===== config.mk =====
export PLATFORM = sky130hd
export DESIGN_NAME = writeback_sequencer
export DESIGN_NICKNAME = d
export VERILOG_FILES = /design/src/rtl/writeback_sequencer.sv
export SDC_FILE = /design/constraint.sdc
export NUM_CORES = 1
export LEC_CHECK = 0
export ABC_CLOCK_PERIOD_IN_PS = 3130
export CORE_UTILIZATION = 63
export DETAILED_ROUTE_END_ITERATION = 10
export DONT_BUFFER_PORTS = 1
export GPL_ROUTABILITY_DRIVEN = 0
export HOLD_SLACK_MARGIN = 0.06
export PLACE_DENSITY = 0.77
export SYNTH_ARGS = -nofsm -noshare
export SYNTH_HDL_FRONTEND = slang
export SYNTH_SLANG_ARGS = --single-unit
export TNS_END_PERCENT = 20

===== constraint.sdc =====
create_clock -name clk -period 3.13 [get_ports clk]
set_clock_uncertainty 0.2 [all_clocks]
set_input_delay 0.7825 -clock clk [delete_from_list [all_inputs] [get_ports clk]]
set_output_delay 0.7825 -clock clk [all_outputs]
set_load 0.03 [all_outputs]

===== src/rtl/writeback_sequencer.sv =====
// Register-file writeback sequencer: ALU results take priority, load responses queue in a FIFO.
// Optional build macro BETA_R31_SQUASH_EN suppresses register-file writes to register 31.
module writeback_sequencer #(
  parameter int unsigned DEPTH = 4
) (
  input  logic        clk,
  input  logic        reset,
  input  logic        alu_valid,
  input  logic [4:0]  alu_rc,
  input  logic [31:0] alu_wd,
  input  logic        ld_valid,
  output logic        ld_ready,
  input  logic [4:0]  ld_rc,
  input  logic [31:0] ld_wd,
  output logic [4:0]  Rc,
  output logic [31:0] WD,
  output logic        WERF,
  output logic [4:0]  pending
);

  localparam int unsigned PTR_W = $clog2(DEPTH);
  localparam int unsigned CNT_W = 5;
  localparam logic [CNT_W-1:0] FULL_CNT = CNT_W'(DEPTH);

`ifdef BETA_R31_SQUASH_EN
  localparam bit SQUASH_R31 = 1'b1;
`else
  localparam bit SQUASH_R31 = 1'b0;
`endif

  typedef struct packed {
    logic [4:0]  rc;
    logic [31:0] wd;
  } wb_entry_t;

  wb_entry_t        mem_q [DEPTH];
  logic [PTR_W-1:0] rd_ptr_q, rd_ptr_d;
  logic [PTR_W-1:0] wr_ptr_q, wr_ptr_d;
  logic [CNT_W-1:0] cnt_q, cnt_d;
  logic             ld_ready_q, ld_ready_d;
  logic [4:0]       rc_q, rc_d;
  logic [31:0]      wd_q, wd_d;
  logic             werf_q, werf_d;
  logic             push_c, pop_c, issue_vld_c;
  wb_entry_t        issue_c;

  // Issue selection, FIFO bookkeeping and next-state for all registered outputs
  always_comb begin
    push_c      = ld_valid && ld_ready_q;
    pop_c       = !alu_valid && (cnt_q != '0);
    issue_vld_c = alu_valid || pop_c;
    issue_c     = alu_valid ? wb_entry_t'({alu_rc, alu_wd}) : mem_q[rd_ptr_q];

    rd_ptr_d = pop_c  ? rd_ptr_q + PTR_W'(1) : rd_ptr_q;
    wr_ptr_d = push_c ? wr_ptr_q + PTR_W'(1) : wr_ptr_q;
    cnt_d    = cnt_q;
    if (push_c && !pop_c) cnt_d = cnt_q + CNT_W'(1);
    if (pop_c && !push_c) cnt_d = cnt_q - CNT_W'(1);
    ld_ready_d = (cnt_d < FULL_CNT);

    // A squashed write still consumes its slot but leaves Rc/WD untouched
    werf_d = issue_vld_c && !(SQUASH_R31 && (issue_c.rc == 5'd31));
    rc_d   = werf_d ? issue_c.rc : rc_q;
    wd_d   = werf_d ? issue_c.wd : wd_q;
  end

  always_ff @(posedge clk or posedge reset) begin
    if (reset) begin
      rd_ptr_q   <= '0;
      wr_ptr_q   <= '0;
      cnt_q      <= '0;
      ld_ready_q <= 1'b0;
      rc_q       <= '0;
      wd_q       <= '0;
      werf_q     <= 1'b0;
    end else begin
      rd_ptr_q   <= rd_ptr_d;
      wr_ptr_q   <= wr_ptr_d;
      cnt_q      <= cnt_d;
      ld_ready_q <= ld_ready_d;
      rc_q       <= rc_d;
      wd_q       <= wd_d;
      werf_q     <= werf_d;
    end
  end

  // Payload storage needs no reset: entries are only read while counted as valid
  always_ff @(posedge clk) begin
    if (push_c) mem_q[wr_ptr_q] <= wb_entry_t'({ld_rc, ld_wd});
  end

  assign ld_ready = ld_ready_q;
  assign Rc       = rc_q;
  assign WD       = wd_q;
  assign WERF     = werf_q;
  assign pending  = cnt_q;

endmodule


### Word level (Yosys, flattened, before mapping)

Memories as Yosys holds them, arrays and structs flattened.
Cells that the tools add are included.

| word-level totals | value |
|---|---|
| bits in latches | 0 |
| memory bits (read-only) | 0 |
| register bits after elaboration | 48 |
| input bits | 78 |
| memory bits (writable) | 148 |
| memories | 1 |
| word-level logic and storage cells | 27 |

Memories:

| name | depth | width | rd ports | clocked after memory_dff | write ports | line | source |
|---|---|---|---|---|---|---|---|
| mem_q | 4 | 37 | 1 | 0 | 1 | 36 | `wb_entry_t mem_q [DEPTH];` |

| cells by class | value |
|---|---|
| bitwise operators | 0 |
| add/sub/neg operators | 4 |
| div/mod/pow operators | 0 |
| $lt $le $gt $ge | 1 |
| reduce and logical (&&, ||, !) cells | 9 |
| multiply operators | 0 |
| shift operators | 0 |
| equal/unequal tests | 0 |
| muxes and demuxes | 5 |

Operator list:

| kind | number |
|---|---|
| 37-bit 2-to-1 mux | 1 |
| 5-bit 2-to-1 mux | 2 |
| 5-bit by 1-bit adder with 5-bit output, second input constant | 1 |
| 5-bit by 3-bit less-than comparator with 1-bit output, second input constant | 1 |
| 5-bit nonzero test | 1 |
| 5-bit by 1-bit subtractor with 5-bit output, second input constant | 1 |
| 2-bit by 1-bit adder with 2-bit output, second input constant | 2 |
| 1-bit logical AND | 4 |
| 1-bit zero test | 3 |
| 1-bit 2-to-1 mux | 2 |
| 1-bit logical OR | 1 |

### Logic depth before layout (Yosys ltp)

Gate-level depths: netlist of the first run.

| depth | value |
|---|---|
| depth in word-level cells | 7 |
| mapped depth | 10 |
| depth with buffers taken out | 10 |

### Worst setup path before layout of the first run

No wires, ideal clock.

| timing path | value |
|---|---|
| path type | register -> register |
| from | register cnt_q[0], in the netlist pending[0] |
| to | register ld_ready_q, in the netlist ld_ready |
| buffers on the path | 0 |
| cell stages (with the launch flop) | 10 |
| data arrival time | 2.207 ns |
| setup slack | 0.637 ns |
| library setup time | 0.086 ns |
| cells stage by stage | dfrtp_1 > inv_1 > ha_1 > nor4b_2 > nor2_1 > ha_1 > nor4bb_1 > a31oi_1 > xnor2_1 > nor3_1 |

| on the way | value |
|---|---|
| cells in the longest elaborated chain, start to end | 7 |

Ends and longest elaborated chain:

| what | line | source |
|---|---|---|
| start, declared | 39 | `logic [CNT_W-1:0] cnt_q, cnt_d;` |
| start signal, assigned | 79 | `cnt_q <= cnt_d;` |
| 5-bit nonzero test (*) | 50 | `pop_c = !alu_valid && (cnt_q != '0);` |
| 1-bit logical AND (*) | 50 |  |
| named net pop_c | 44 | `logic push_c, pop_c, issue_vld_c;` |
| 1-bit zero test | 57 | `if (push_c && !pop_c) cnt_d = cnt_q + CNT_W'(1);` |
| 1-bit logical AND | 57 |  |
| 5-bit 2-to-1 mux | 57 |  |
| 5-bit 2-to-1 mux (*) | 58 | `if (pop_c && !push_c) cnt_d = cnt_q - CNT_W'(1);` |
| named net cnt_d[4] | 39 |  |
| 5-bit by 3-bit less-than comparator with 1-bit output (*) | 59 | `ld_ready_d = (cnt_d < FULL_CNT);` |
| named net ld_ready_d | 40 | `logic ld_ready_q, ld_ready_d;` |
| end signal, assigned | 80 | `ld_ready_q <= ld_ready_d;` |
| end, declared | 40 |  |

Mark *: on every way through the listed nets, which the timed path passes. The rest lies on a longest branch.
A chain may end at the register's enable or synchronous reset.

### Worst setup path after layout of the first run

Ends and elaborated chain as after synthesis.

==> flow_summary.ini, run 1 <==
[pwr]
peakVddDrop_mv = 0.7814
power_frac_clock = 0.281
power-per-cell-area_nw_per_um2 = 878.6
p_int_uw = 5249
p_comb_frac = 0.218
leakagePower_uw = 0.003007
power_frac_seq = 0.502
switchingPower_uw = 2428
swShare = 0.3162
power.total_uw = 7677

[yosys]
synth_seq_cells = 196
synth_nets = 540
syn_area_um2 = 7966
syn_avg_cell_area_um2 = 17.55
yosys_warnings = 0
seq_area_frac_synth = 0.7087
ys_types = 29
syn_inst = 454

[global_routing]
use_met1 = 0.2689
use_met3 = 0.06882
busiest_layer = met2
first_global_vias = 4031
grt_usage = 0.2312
grt_pass1_wl_mm = 21.33
grt_start_max_net_pins = 77
overflow = 0
grt_use_met2 = 0.4053
grt_antenna_before_repair = 0

[routing]
drtIter0Drc = 229
post-route-drc-count = 0
dr_total_vias = 3888
ant_nets = 0
drt-pass1-iter-count = 4
drt-total-wl_mm = 14.04
routed_via_density = 6.075
wl_per_cell_um = 21.94

[sta]
setup_viol_count_final = 0
finalHoldViolCount = 0
rsz0062_at_grt = no
setup_tns_ns = 0
fin_crit_ns = 2.865
relSlewSlack = 0.5843
fin_crit_sh = 0.9153
worstMarginPinSlew_ns = 0.6235
slew_violations = 0
max_freq_ghz = 0.3491

[floorplan]
rows = 40
start_util = 0.6550
dieHeight_um = 114.5
top_level_ports = 122
core-area_um2 = 12160
die_w_um = 114.5
dieArea_um2 = 13100

[finish]
syn2layout_area_growth_pct = 9.675
fin_nets = 545
antennaDiodeCount = 0
drive_above_1_share = 0.3199
stdcell_area_um2 = 8737
fillerInstances = 763
fin_cells = 640

[cts]
clockBufferDepth = 2
cts.clk_slew.worst_paths_ns = 0.07
h-tree-depth = 4
insertion_delay_ns = 0.42
clock-sinks = 196
cts_hold_buf = 1
cts_buffers = 17
clockRootBuffer = clkbuf_16
post_cts_buffers = 0
cts_tree = built
cts_resized = 0

[critical_path]
startpoint_type = register
arrival_ns = 3.01
critPathRequiredTime_ns = 3.27
critical_path_class = register to register
crit_path_max_fanout = 7
end_kind = register

[placed_design]
dp_hpwl_mm = 8.386
port_buffers = 0
place_area_um2 = 8134
dp.cells = 607

[run]
maxCapViolCount = 0

[worst_hold_path]
hold_path_class = input port to register

[outcome]
outcome = complete, no violations
==> synthesized netlist by cell type <==
master / count / share of area
nor2_1: 3 / 0.0014
nor4b_2: 1 / 0.0019
buf_6: 6 / 0.0085
nand2b_1: 1 / 0.00079
inv_1: 7 / 0.0033
or4b_1: 1 / 0.0013
nor4bb_1: 1 / 0.0013
a21oi_1: 38 / 0.024
nor3_1: 1 / 0.00063
buf_8: 2 / 0.0038
nand2_2: 30 / 0.024
edfxtp_1: 148 / 0.56
o21ai_0: 2 / 0.0013
buf_4: 3 / 0.0028
mux4_2: 37 / 0.10
ha_1: 8 / 0.013
xor2_1: 1 / 0.0011
nor4b_1: 1 / 0.0011
a31oi_1: 2 / 0.0016
nand2_1: 13 / 0.0061
dfrtp_1: 48 / 0.15
and3_1: 4 / 0.0031
nor2b_1: 37 / 0.029
and3b_1: 2 / 0.0022
buf_2: 6 / 0.0038
xnor2_1: 5 / 0.0055
mux2i_1: 1 / 0.0013
a21oi_2: 38 / 0.042
clkbuf_1: 7 / 0.0033
==> power by group through the flow <==
stage	sequential [uW]	combinational, uW	clock [uW]
floorplan	3790	1490	0
global placement	3890	1640	0
detailed placement	3910	1690	0
CTS	3860	1710	2190
global route	3890	1830	2300
finish	3850	1670	2160
==> critical path: stages, from the launching register on <==
cell	delay (ns)
dfrtp_1	0.62
inv_1	0.12
ha_1	0.27
nor4b_4	0.15
nor2_1	0.27
ha_1	0.33
nor4bb_1	0.35
a31oi_1	0.10
xnor2_1	0.19
nor3_1	0.20
==> stage by stage <==
stage                     hold WS (ns)  utilization  setup slack [ns]
after floorplan                 0.2980            -            0.6372
after global placement          0.3164       0.6688            0.5285
after detailed placement        0.3270       0.6688            0.2793
after CTS                       0.2337       0.7184            0.2905
after global routing            0.2253       0.7184           0.09976
final                           0.2494       0.7184            0.2651
==> per-layer routing <==
metal / part of all wire / up-vias / wire length (um)
li1: - / 1727 / -
met1: 0.39 / 2036 / 5504
met2: 0.54 / 107 / 7545
met3: 0.055 / 18 / 775
met4: 0.016 / 0 / 218
met5: 0 / - / 0
==> final timing paths <==
path                            cells after the start        start           end  slack (ns)
worst max-delay path                                9   pending[0]      ld_ready        0.27
worst min-delay path                                0    ld_wd[23]  mem_q[1][23]        0.25
worst max register to register                      9   pending[0]      ld_ready        0.27
worst min register to register                      1  wr_ptr_q[0]   wr_ptr_q[0]        0.35
max in group asynchronous                           3        reset   rd_ptr_q[1]        1.30
min in group asynchronous                           2        reset        WD[28]        0.62
==> cell type report <==
| cell class | count | area [um2] | area share |
|---|---|---|---|
| Timing Repair Buffer | 10 | 127.6 | 0.01461 |
| Multi-Input combinational cell | 227 | 2132 | 0.2440 |
| Clock buffer | 21 | 460.4 | 0.05270 |
| Inverter | 7 | 26.28 | 0.003007 |
| Tap cell | 168 | 210.2 | 0.02406 |
| Clock inverter | 11 | 132.6 | 0.01518 |
| Sequential cell | 196 | 5648 | 0.6464 |
==> logic make-up (layout without fill, tap and decap cells) <==
logic type,Yosys count,after routing,synth area share
buffers and inverters,31,49,0.02544
and+or+nand+nor,95,95,0.07240
xor gates and xnor gates,6,6,0.006596
adders and majority gates,8,8,0.01257
muxes,38,38,0.1059
DFF,196,196,0.7087
AOI/OAI and AO/OA,80,80,0.06848
==> flip-flops by register name, indices dropped and copies added, names as in the netlist <==
signal / flops
Rc: 5
wr_ptr_q: 2
ld_ready: 1
WD: 32
mem_q: 148
rd_ptr_q: 2
pending: 5
WERF: 1
==> layout by cell type (no fill, tap or decap), drive strengths merged <==
master	count
nor2b	37
edfxtp	148
o21ai	2
a31oi	2
xor2	1
or4b	1
buf	9
and3b	2
xnor2	5
bufinv	3
dfrtp	48
nand2	43
clkinv	6
inv	7
nor4bb	1
ha	8
mux4	37
and3	4
nor2	3
clkinvlp	2
a21oi	76
nor3	1
dlygate4sd3	1
mux2i	1
nand2b	1
nor4b	2
clkbuf	21
Note: power is estimated with default switching activity, not from simulation.
==> inputs of run 2 (changes only) <==
GPL_TIMING_DRIVEN = 0   (was unset)
==> flow_summary.ini, run 2 (synthesis gave the netlist of run 1 again) <==
[global_routing]
grt_antenna_before_repair = 0
grt_usage = 0.2407
grt_start_max_net_pins = 28
first_global_vias = 4178
grt_pass1_wl_mm = 22.19
overflow = 0

[sta]
setup_tns_ns = 0
layout_setup_ws_ns = 0.2417
fin_crit_ns = 2.888
slew_violations = 0
relSlewSlack = 0.5664
max_freq_ghz = 0.3462
worstMarginPinSlew_ns = 0.6504
finalHoldViolCount = 0
setup_viol_count_final = 0
fin_crit_sh = 0.9228
rsz0062_at_grt = no

[pwr]
power-per-cell-area_nw_per_um2 = 873.2
leakagePower_uw = 0.003076
peakVddDrop_mv = 0.4132

[floorplan]
rows = 40
die_w_um = 114.5
dieHeight_um = 114.5
start_util = 0.6550
dieArea_um2 = 13100
top_level_ports = 122
core-area_um2 = 12160

[cts]
cts.clk_slew.worst_paths_ns = 0.07
post_cts_buffers = 0
clockRootBuffer = clkbuf_16
h-tree-depth = 4
insertion_delay_ns = 0.43
cts_hold_buf = 0
clock-sinks = 196
clockBufferDepth = 2
cts_buffers = 17
cts_resized = 0
cts_tree = built

[finish]
largest_reg_flops = 148
syn2layout_area_growth_pct = 11.48
antennaDiodeCount = 0
largest_register = mem_q
stdcell_area_um2 = 8881
fin_cells = 659
drive_above_1_share = 0.3320
final_common_cell = edfxtp_1
fin_nets = 564
final_cell_mix = edfxtp_1 (148), dfrtp_1 (48), a21oi_2 (38), a21oi_1 (38)

[placed_design]
post-place-ws_ns = 0.1281
port_buffers = 0
place_area_um2 = 8289
dp.cells = 627
dp_hpwl_mm = 9.417

[critical_path]
rrSetupSlack_ns = 0.24
crit_path_max_fanout = 7
r2r_cells = 9
r2r_start = pending[1]
arrival_ns = 3.01
cpPeakStageDelay_ns = 0.54
critical_path_class = register to register
critical_path.cell_chain = inv_1 -> ha_1 -> nor4b_2 -> nor2_2 -> ha_1 -> and3b_1 -> a31oi_1 -> xnor2_1 -> nor3_1
crit_buf_inv = 1
end_kind = register
cp_slowest_cell = dfrtp_1
timing.rr.end = ld_ready
path_common_cell = ha_1
critical-path-top-delay-family = simple AND/OR/NAND/NOR gates
startpoint_type = register
critPathRequiredTime_ns = 3.26

[run]
maxCapViolCount = 0

[routing]
routed_via_density = 5.912
dr_total_vias = 3896
drtIter0Drc = 314
ant_nets = 0
wl_per_cell_um = 21.79
post-route-drc-count = 0
drt-total-wl_mm = 14.36
drt-pass1-iter-count = 4

[worst_hold_path]
hold_path_class = input port to async pin

[outcome]
outcome = complete, no violations
## run 2: changes by cell type in the layout (fill, tap and decap cells not counted), sizes merged
cell,previous run,this run
clkbuf,21,25
inv,7,9
dlygate4sd3,1,0
buf,9,22
clkinv,6,5
clkinvlp,2,4
## run 2: worst max path at each step
stage                from           end  slack, ns  depth (start not counted)
3_3_place_gp     ld_valid  mem_q[2][10]        0.1                          1
2_1_floorplan  pending[0]      ld_ready       0.64                          9
5_1_grt        pending[1]      ld_ready       0.08                          9
4_1_cts        pending[0]      ld_ready       0.08                          9
6_report       pending[1]      ld_ready       0.24                          9
3_5_place_dp   pending[0]      ld_ready       0.13                          9
## run 2: report_power, final
| part | switching [uW] | internal (uW) |
|---|---|---|
| clock | 899 | 1250 |
| combinational | 908 | 891 |
| sequential | 676 | 3130 |
## run 2: metrics by stage
stage	total power, uW	hold slack, ns	util
6_report	7755	0.06982	0.7302
5_1_grt	8084	0.1065	0.7302
4_1_cts	7817	0.07725	0.7300
3_5_place_dp	5691	0.3287	0.6816
3_3_place_gp	5620	0.3210	0.6723
2_1_floorplan	5275	0.2980	-
## run 2: layer usage
| metal | vias to the layer above | share of wire | global-route usage |
|---|---|---|---|
| met3 | 16 | 0.076 | 0.07570 |
| met1 | 1987 | 0.38 | 0.2890 |
| met5 | - | 0 | 0 |
| met2 | 136 | 0.53 | 0.4089 |
| li1 | 1757 | - | - |
| met4 | 0 | 0.014 | 0.09437 |
## run 2: cell type report
type,count,area [um2]
buffer,24,176.4
clock buffer,18,429.2
clock inverter,14,160.2
fill,748,3281
inverter,7,26.28
multi-input combinational,227,2126
sequential,196,5645
tap,168,210.2
timing repair buffer,5,107.6
